--- config.mk ---
export PLATFORM = sky130hd
export DESIGN_NAME = clb_config_loader
export DESIGN_NICKNAME = d
export VERILOG_FILES = /design/src/rtl/clb_config_loader.sv
export SDC_FILE = /design/constraint.sdc
export NUM_CORES = 1
export LEC_CHECK = 0
export ABC_AREA = 0
export CAP_MARGIN = 40
export CORE_UTILIZATION = 50
export CTS_CLUSTER_SIZE = 12
export DETAILED_ROUTE_END_ITERATION = 16
export PLACE_DENSITY = 0.7
export SYNTH_ARGS = -nofsm -noshare
export SYNTH_HDL_FRONTEND = slang
export SYNTH_SLANG_ARGS = --single-unit
--- constraint.sdc ---
create_clock -name K -period 7.46 [get_ports K]
set_input_delay 1.492 -clock K [delete_from_list [all_inputs] [get_ports K]]
set_output_delay 1.492 -clock K [all_outputs]
set_load 0.02 [all_outputs]
--- src/rtl/clb_config_loader.sv ---
// clb_config_loader: serial bitstream deframer feeding per-CLB config writes.
// Locks on the 0xF2 preamble, then checks parity and stop bit on each of NUM_CLB frames.
module clb_config_loader #(
    parameter int CFG_W   = 37,
    parameter int NUM_CLB = 4,
    parameter int AW      = 2
) (
    input  logic             K,
    input  logic             RST,
    input  logic             CE,
    input  logic             DIN,
    output logic             cfg_we,
    output logic [AW-1:0]    cfg_addr,
    output logic [CFG_W-1:0] cfg_data,
    output logic             busy,
    output logic             done,
    output logic             err
);
    localparam int            BW         = $clog2(CFG_W);
    localparam logic [BW-1:0] LAST_BIT   = BW'(CFG_W - 1);
    localparam logic [AW-1:0] LAST_FRAME = AW'(NUM_CLB - 1);
    localparam logic [7:0]    PREAMBLE   = 8'hF2;

    typedef enum logic [2:0] {
        IDLE,
        START,
        DATA,
        PAR,
        STOP,
        DONE,
        ERR
    } state_t;

    state_t state, state_nxt;

    // Only the seven oldest preamble bits are stored; DIN supplies the eighth.
    logic [6:0]       shreg;
    logic [CFG_W-1:0] word;
    logic [BW-1:0]    bit_cnt;
    logic [AW-1:0]    frame_idx;
    logic             par_acc;
    logic             par_ok;
    logic             preamble_hit;
    logic             stop_good;
    logic             last_frame;

    assign preamble_hit = ({shreg, DIN} == PREAMBLE);
    assign stop_good    = CE && (state == STOP) && DIN && par_ok;
    assign last_frame   = (frame_idx == LAST_FRAME);

    always_ff @(posedge K or posedge RST) begin
        if (RST) begin
            state <= IDLE;
        end else begin
            state <= state_nxt;
        end
    end

    always_comb begin
        state_nxt = state;
        if (CE) begin
            case (state)
                IDLE:    if (preamble_hit) state_nxt = START;
                START:   if (!DIN) state_nxt = DATA;
                DATA:    if (bit_cnt == LAST_BIT) state_nxt = PAR;
                PAR:     state_nxt = STOP;
                STOP: begin
                    if (DIN && par_ok) begin
                        state_nxt = last_frame ? DONE : START;
                    end else begin
                        state_nxt = ERR;
                    end
                end
                default: state_nxt = state;
            endcase
        end
    end

    always_comb begin
        busy = (state == START) || (state == DATA) || (state == PAR) || (state == STOP);
        done = (state == DONE);
        err  = (state == ERR);
    end

    // The write strobe is refreshed every clock so it lasts one cycle even when CE drops.
    always_ff @(posedge K or posedge RST) begin
        if (RST) begin
            shreg     <= '0;
            word      <= '0;
            bit_cnt   <= '0;
            frame_idx <= '0;
            par_acc   <= 1'b0;
            par_ok    <= 1'b0;
            cfg_we    <= 1'b0;
            cfg_addr  <= '0;
            cfg_data  <= '0;
        end else begin
            cfg_we <= stop_good;
            if (stop_good) begin
                cfg_addr  <= frame_idx;
                cfg_data  <= word;
                frame_idx <= frame_idx + AW'(1);
            end
            if (CE) begin
                case (state)
                    IDLE:  shreg <= {shreg[5:0], DIN};
                    START: begin
                        if (!DIN) begin
                            bit_cnt <= '0;
                            par_acc <= 1'b0;
                        end
                    end
                    DATA: begin
                        word    <= {DIN, word[CFG_W-1:1]};
                        par_acc <= par_acc ^ DIN;
                        bit_cnt <= bit_cnt + BW'(1);
                    end
                    PAR:     par_ok <= (DIN == par_acc);
                    default: ;
                endcase
            end
        end
    end
endmodule

==> metrics, run 1 <==
Mapped Cells=263; Worst Tran Pin Value=0.534 ns; initial antenna violation count=0; Num CTS Buffers=9; via count=2,197; hold wc startpoint=cfg_data[19]; Total GRT Usage=0.162; Setup TNS=0 ns; Final Hold Vio Count=0; vias per cell=5.29; r2r worst-path depth=3; CTS tree=done; Design Area, Final=4680 µm²; # IOs=47; Hold WS=0.493 ns; Post-synth top cells=97 x dfrtp_1, 83 x mux2_2, 9 x o21ai_0; count leader, synth=dfrtp_1; crit-path leading delay family=flip-flops; Reg2Reg Setup Slack=5.52 ns; worst min path class=register to register; internal cell power=0.836 mW; status=finished, final reports clean; Peak VDD IR=0.125 mV; count of port buffers added during placement=46; Post-Syn Area=3910 µm²; Die Height=90.5 µm; crit-path cells=nand2b_1 -> nor2_1 -> clkdlybuf4s50_1; total of max-cap violations=0; Async S/R FF share, synth=1.00; Die W=90.5 µm; Clock transition at path regs=0.10 ns; WL/cell=14.3 µm; warning count from the yosys run=0; Placed Area=4470 µm²; Crit path depth=3; # diodes=0; Area Overhead vs Synth=19.7%; Max clock buf depth=2; fin. max-slew vios=0; Synth area leaders=dfrtp_1 62%, mux2_2 24%, o21ai_0 1.2%, buf_6 1.2%, ha_1 0.96%; Layout Utilization=0.632; fillers=590; clock sinks=97; total power=1.16 mW; total wire length=5920 µm; Die ar.=8180 µm²; crit path max fanout=15; postcts setup bufs=0; count of cell types in the netlist=35; switching power total=0.325 mW; Syn Nets=270; aggregate global routing overflow=0; H-Tree Depth=3; RSZ-0062 raised after global routing=false; CTS resizes=0; Synth Flop Type=dfrtp_1; Core ar.=7410 µm²; Clock Power Share=0.305; Crit Path Class=register to output port; vias in the first global route=2,199; CP Capture Type=output port; non-filler cells, final=415; initial DRC count=81; Antenna Nets Post-Route=0; Period Utilization, post-route=0.466; Critical Path AT=1.98 ns; gpl congestion=0.781; top cell type's share of synthesized area=0.620; largest net degree at the start of global routing=69; setup violators final=0; Critical Path Max Stage Delay=0.69 ns; hpwl dp=3850 µm; WHS Endpoint=cfg_data[19]; CP required=5.97 ns; sequential share of power=0.546; worst r2r dst=word[23]; Critical Path Start Type=register; CP Buf/Inv Count=1; clk_skew=0.00962 ns; largest area contributor in the netlist=dfrtp_1; first-pass GRT wire length=10,500 µm; min cycle time layout=3.48 ns; Total Nets Final=318; WHS Path Cells=1; pre-CTS WS=3.87 ns; first-pass iteration count of the detailed router=4; share of cells above drive strength 1=0.351; sw frac=0.280; Hold Buf Count CTS=0; post-route DRC violation count=0; later-pin clock latency in the skew report=0.36 ns; Synth Register Bits=97; Post-Syn Area per Cell=14.9 µm²; leakage power=2.21 nW; min setup slack post-route=3.98 ns; row cnt=31; EDFF count, synth=0; CTS root buf=clkbuf_8; Power Density=248 nW/µm²; FMAX=0.288 GHz; max_slew headroom=0.644; combinational group share of total power=0.150; placed insts=399; Initial Utilization=0.528; CP max stage cell=dfrtp_1; sequential-to-total area share from yosys stat=0.620; reg2reg start=state[1]
layout make-up:
| type | instances | area, µm² | share of cell area |
|---|---|---|---|
| Sequential cell | 97 | 2430 | 0.518 |
| Multi-Input combinational cell | 145 | 1370 | 0.292 |
| Timing Repair Buffer | 50 | 523 | 0.112 |
| Clock buffer | 9 | 124 | 0.0265 |
| Tap cell | 99 | 124 | 0.0265 |
| Clock inverter | 7 | 85.1 | 0.0182 |
| Inverter | 8 | 32.5 | 0.00695 |
sequential cells by signal (all words and copies together), names as in the netlist:
signal / count
cfg_addr: 2
bit_cnt: 6
par_acc: 1
cfg_we: 1
shreg: 7
state: 3
cfg_data: 37
word: 37
frame_idx: 2
par_ok: 1
logic make-up after synthesis:
group / after synthesis / share of synthesized area
AND/OR/NAND/NOR: 31 / 0.0528
adder cells (fa/ha/maj): 3 / 0.00959
buffers and inverters: 21 / 0.0304
AO/OA/AOI/OAI: 22 / 0.0329
XOR/XNOR: 2 / 0.00448
flip-flops: 97 / 0.620
multiplexers: 87 / 0.249
metal layers:
metal | global-route usage | routed length (µm) | vias to the layer above
met3 | 0.0412 | 242 | 12
li1 | - | - | 1034
met4 | 0.0793 | 130 | 0
met5 | 0 | 0 | -
met1 | 0.220 | 2880 | 1116
met2 | 0.243 | 2660 | 35
power by group through the flow:
| stage | clock network, mW | registers [mW] | logic (mW) |
|---|---|---|---|
| 2_1_floorplan | 0 | 0.624 | 0.149 |
| 5_1_grt | 0.390 | 0.646 | 0.195 |
| 3_5_place_dp | 0 | 0.645 | 0.175 |
| 6_report | 0.354 | 0.634 | 0.174 |
| 3_3_place_gp | 0 | 0.643 | 0.167 |
| 4_1_cts | 0.364 | 0.634 | 0.176 |
worst max-delay path by stage:
| stage | from | endpoint | slack (ns) |
|---|---|---|---|
| floorplan | RST | bit_cnt[0] | 3.43 |
| detailed placement | DIN | cfg_data[6] | 3.87 |
| global placement | CE | word[12] | 3.85 |
| CTS | state[1] | err | 3.97 |
| finish | state[1] | err | 3.98 |
| global route | state[1] | err | 3.88 |
cell usage in the layout, fill, tap and decap left out, types with 2 or more instances in the layout:
cell,count
dfrtp_1,97
mux2_2,83
clkdlybuf4s50_1,46
o21ai_0,9
clkbuf_8,9
inv_1,7
a21oi_1,6
nand2_1,5
nor2_1,4
nand2b_1,3
nor3_1,3
nand4_1,3
mux2i_1,3
ha_1,3
or3b_2,2
nand3_1,2
a31oi_1,2
nor2b_1,2
clkinvlp_4,2
inv_8,2
buf_4,2
Power figures use the tool's default switching activity.
==> inputs of run 2 (changes only) <==
--- a/config.mk
+++ b/config.mk
@@ -10,7 +10,7 @@
 export CORE_UTILIZATION = 50
 export CTS_CLUSTER_SIZE = 12
 export DETAILED_ROUTE_END_ITERATION = 16
-export PLACE_DENSITY = 0.7
+export PLACE_DENSITY = 0.73
 export SYNTH_ARGS = -nofsm -noshare
 export SYNTH_HDL_FRONTEND = slang
 export SYNTH_SLANG_ARGS = --single-unit
==> constraint.sdc (replaced) <==
create_clock -name K -period 3 [get_ports K]
set_input_delay 0.6 -clock K [delete_from_list [all_inputs] [get_ports K]]
set_output_delay 0.6 -clock K [all_outputs]
set_load 0.02 [all_outputs]
==> metrics, run 2 (synthesized netlist as in run 1, its figures left out) <==
leakage power=2.22 nW; H-Tree Depth=3; max_slew headroom=0.612; Reg2Reg Setup Slack=1.20 ns; initial DRC count=76; vias in the first global route=2,210; worst r2r dst=bit_cnt[1]; Total Nets Final=320; aggregate global routing overflow=0; Area Overhead vs Synth=20.2%; crit path max fanout=14; clk_skew=0.0120 ns; r2r worst-path depth=3; commonest non-fill, non-tap cells in the layout=97 x dfrtp_1, 83 x mux2_2, 46 x clkdlybuf4s50_1, 10 x clkbuf_8, 9 x o21ai_0; # IOs=47; Initial Utilization=0.528; Clock transition at path regs=0.10 ns; share of cells above drive strength 1=0.355; CTS resizes=0; WHS Path Cells=1; CTS root buf=clkbuf_8; Period Utilization, post-route=0.865; Critical Path Start Type=register; Worst Tran Pin Value=0.581 ns; Setup TNS=0 ns; Die ar.=8180 µm²; CP required=2.40 ns; initial antenna violation count=0; Antenna Nets Post-Route=0; # diodes=0; largest net degree at the start of global routing=44; Multi-input gate area=1370 µm²; Power Density=615 nW/µm²; register area=2430 µm²; FMAX=0.385 GHz; reg2reg start=state[0]; count of port buffers added during placement=46; Critical Path AT=2.00 ns; WL/cell=14.8 µm; row cnt=31; total wire length=6190 µm; first-pass GRT wire length=10,700 µm; gpl congestion=0.751; RSZ-0062 raised after global routing=false; CTS tree=done; commonest non-fill, non-tap cell in the layout=dfrtp_1; fillers=572; Hold Buf Count CTS=0; Peak VDD IR=0.318 mV; non-filler cells, final=417; hpwl dp=4000 µm; fin. max-slew vios=0; pre-CTS WS=0.548 ns; Die W=90.5 µm; Core ar.=7410 µm²; vias per cell=5.30; placed insts=401; status=finished, final reports clean; via count=2,209; total of max-cap violations=0; worst min path class=register to register; min cycle time layout=2.60 ns; WHS Endpoint=bit_cnt[5]; first-pass iteration count of the detailed router=4; clock sinks=97; CP Capture Type=output port; setup violators final=0; Total GRT Usage=0.167; postcts setup bufs=0; Max clock buf depth=2; Die Height=90.5 µm; Top Registers=cfg_data (37), word (37), shreg (7); Num CTS Buffers=9; min setup slack post-route=0.404 ns; later-pin clock latency in the skew report=0.35 ns; post-route DRC violation count=0; Final Hold Vio Count=0; hold wc startpoint=bit_cnt[5]; Crit Path Class=register to output port
-- run 2: worst max-delay path by stage --
| stage | endpoint | cells after the start | slack (ns) | start |
|---|---|---|---|---|
| floorplan | done | 3 | 1.07 | state[0] |
| global placement | cfg_data[6] | 5 | 0.60 | CE |
| detailed placement | cfg_data[16] | 5 | 0.55 | DIN |
| CTS | done | 3 | 0.41 | state[0] |
| global route | err | 3 | 0.29 | state[1] |
| finish | done | 3 | 0.40 | state[0] |
-- run 2: layer usage --
| layer | track usage | routed length (µm) | up-vias |
|---|---|---|---|
| li1 | - | - | 1030 |
| met1 | 0.236 | 3010 | 1137 |
| met2 | 0.251 | 2870 | 34 |
| met3 | 0.0337 | 204 | 8 |
| met4 | 0.0685 | 99 | 0 |
| met5 | 0 | 0 | - |
-- run 2: area by class of cell --
cell class,count,share of cell area
Clock buffer,10,0.0293
Clock inverter,6,0.0154
Inverter,8,0.00718
Multi-Input combinational cell,145,0.290
Sequential cell,97,0.516
Tap cell,99,0.0263
Timing Repair Buffer,52,0.115
-- run 2: through the flow --
step | cell area [µm²] | power [mW] | hold slack (ns) | util
finish | 4700 | 2.90 | 0.488 | 0.635
global route | 4700 | 3.05 | 0.520 | 0.635
CTS | 4700 | 2.93 | 0.494 | 0.635
detailed placement | 4490 | 2.05 | 0.481 | 0.607
global placement | 4490 | 2.03 | 0.459 | 0.607
floorplan | 3920 | 1.92 | 0.439 | -
-- run 2: power by group --
| group | total [mW] | switching, mW | leakage [nW] | internal (mW) |
|---|---|---|---|---|
| Sequential | 1.58 | 0.137 | 1.33 | 1.44 |
| Combinational | 0.439 | 0.204 | 0.788 | 0.235 |
| Clock | 0.877 | 0.458 | 0.109 | 0.419 |
-- run 2: worst max-delay path, stage by stage (launching register included) --
cell and delay, ns:
dfrtp_1 0.66, inv_1 0.12, nor3_1 0.22, clkdlybuf4s50_1 0.64
==> inputs of run 3 (changes only) <==
==> constraint.sdc (replaced) <==
create_clock -name K -period 2.13 [get_ports K]
set_input_delay 0.426 -clock K [delete_from_list [all_inputs] [get_ports K]]
set_output_delay 0.426 -clock K [all_outputs]
set_load 0.02 [all_outputs]
==> metrics, run 3 (synthesized netlist as in run 1, its figures left out) <==
status=finished, final reports clean; CP max stage cell=dfrtp_2; CTS tree=done; Crit Path Class=register to output port; sw frac=0.276; count of port buffers added during placement=46; gpl congestion=0.791; worst r2r dst=cfg_data[24]; Period Utilization, post-route=0.909; fin. max-slew vios=0; share of cells above drive strength 1=0.380; first-pass GRT wire length=11,000 µm; Critical Path Max Stage Delay=0.50 ns; Worst Tran Pin Value=0.346 ns; crit-path leading delay family=flip-flops; combinational group share of total power=0.170; H-Tree Depth=3; crit-path cells=nand2b_1 -> nor2_1 -> dlygate4sd2_1; largest net degree at the start of global routing=62; # diodes=0; switching power total=1.12 mW; Reg2Reg Setup Slack=0.34 ns; Top Registers=cfg_data (37), word (37), shreg (7); later-pin clock latency in the skew report=0.35 ns; CP Buf/Inv Count=1; first-pass iteration count of the detailed router=4; Num CTS Buffers=9; Antenna Nets Post-Route=0; Total Nets Final=327; aggregate global routing overflow=0; initial antenna violation count=0; crit path max fanout=10; min cycle time layout=1.94 ns; clk_skew=0.00585 ns; initial DRC count=65; Die ar.=8180 µm²; Core ar.=7410 µm²; Power Density=853 nW/µm²; Critical Path Start Type=register; WL/cell=15.0 µm; total wire length=6330 µm; Layout Utilization=0.644; Peak VDD IR=0.486 mV; Hold Buf Count CTS=0; row cnt=31; hpwl dp=4130 µm; via count=2,237; total of max-cap violations=0; CTS root buf=clkbuf_8; vias in the first global route=2,308; sequential share of power=0.544; Clock Power Share=0.286; CP required=1.70 ns; clock sinks=97; CP Capture Type=output port; Die Height=90.5 µm; Clock transition at path regs=0.09 ns; max_slew headroom=0.769; # IOs=47; Initial Utilization=0.528; post-route DRC violation count=0; Max clock buf depth=2; Die W=90.5 µm; Total GRT Usage=0.169; pre-CTS WS=-0.0245 ns; FMAX=0.517 GHz; setup violators final=0; r2r worst-path depth=4; commonest non-fill, non-tap cell in the layout=dfrtp_1; Final Hold Vio Count=0; reg2reg start=state[0]; RSZ-0062 raised after global routing=false; worst min path class=input port to async pin; fillers=577; commonest non-fill, non-tap cells in the layout=94 x dfrtp_1, 83 x mux2_2, 43 x clkdlybuf4s50_1, 9 x o21ai_0, 9 x clkbuf_8; leakage power=2.26 nW; min setup slack post-route=0.194 ns; Area Overhead vs Synth=21.9%; vias per cell=5.29; internal cell power=2.94 mW; Critical Path AT=1.51 ns
run 3: cell count changes in the layout (fill, tap and decap cells not counted):
| cell | change |
|---|---|
| clkdlybuf4s50_1 | -3 |
| clkinvlp_4 | +2 |
| clkbuf_8 | -1 |
| inv_8 | -1 |
| buf_4 | +5 |
| dlygate4sd2_1 | +3 |
| nor3_1 | -1 |
| nor3_2 | +1 |
| clkinv_4 | -1 |
| dfrtp_2 | +3 |
| buf_12 | +2 |
| dfrtp_1 | -3 |
run 3: cell type report:
class                      count  area (µm²)  area share
clock buffer                   9         124      0.0260
clock inverter                 6        67.6      0.0142
inverter                       8        33.8     0.00708
multi-input combinational    145        1370       0.288
sequential                    97        2430       0.510
tap                           99         124      0.0260
timing repair buffer          59         617       0.129
run 3: worst max-delay path by stage:
stage	cells after the start	start	slack, ns	end
after CTS	3	state[0]	0.18	busy
after floorplan	3	state[0]	0.38	done
final	3	state[0]	0.19	err
after global placement	5	DIN	0.03	cfg_data[6]
after global routing	3	state[0]	0.09	err
after detailed placement	5	DIN	-0.02	cfg_data[29]
run 3: worst reg2reg max path: stages, from the launching register on:
cell     delay (ns)
dfrtp_2        0.50
buf_4          0.19
nor4_4         0.32
buf_12         0.28
mux2_2         0.39
run 3: timing repair:
| item | 4_1_cts | 5_1_grt |
|---|---|---|
| buffers inserted | 0 | 0 |
| gates resized for setup | 7 | 0 |
| endpoints found under the setup margin | 3 | 0 |
run 3: per-layer routing:
layer  vias to the layer above  global-route usage  wire length (µm)
met2                        37               0.274              3140
li1                       1046                   -                 -
met5                         -                   0                 0
met4                         0              0.0726               105
met3                        10              0.0429               230
met1                      1144               0.217              2860
run 3: stage by stage:
step | instances | instance area, µm² | total power, mW | TNS [ns] | hold slack (ns)
final | 423 | 4770 | 4.07 | 0 | 0.377
after global routing | 423 | 4770 | 4.28 | 0 | 0.392
after CTS | 423 | 4770 | 4.12 | 0 | 0.373
after detailed placement | 408 | 4570 | 2.95 | -0.593 | 0.470
after global placement | 408 | 4570 | 2.91 | 0 | 0.457
after floorplan | 263 | 3920 | 2.71 | 0 | 0.439
run 3: power groups by stage:
stage                     Sequential (mW)  Clock (mW)  Combinational [mW]
after global routing                 2.24        1.26               0.773
after CTS                            2.21        1.20               0.703
after detailed placement             2.24           0               0.701
after global placement               2.24           0               0.674
final                                2.21        1.16               0.692
after floorplan                      2.18           0               0.524
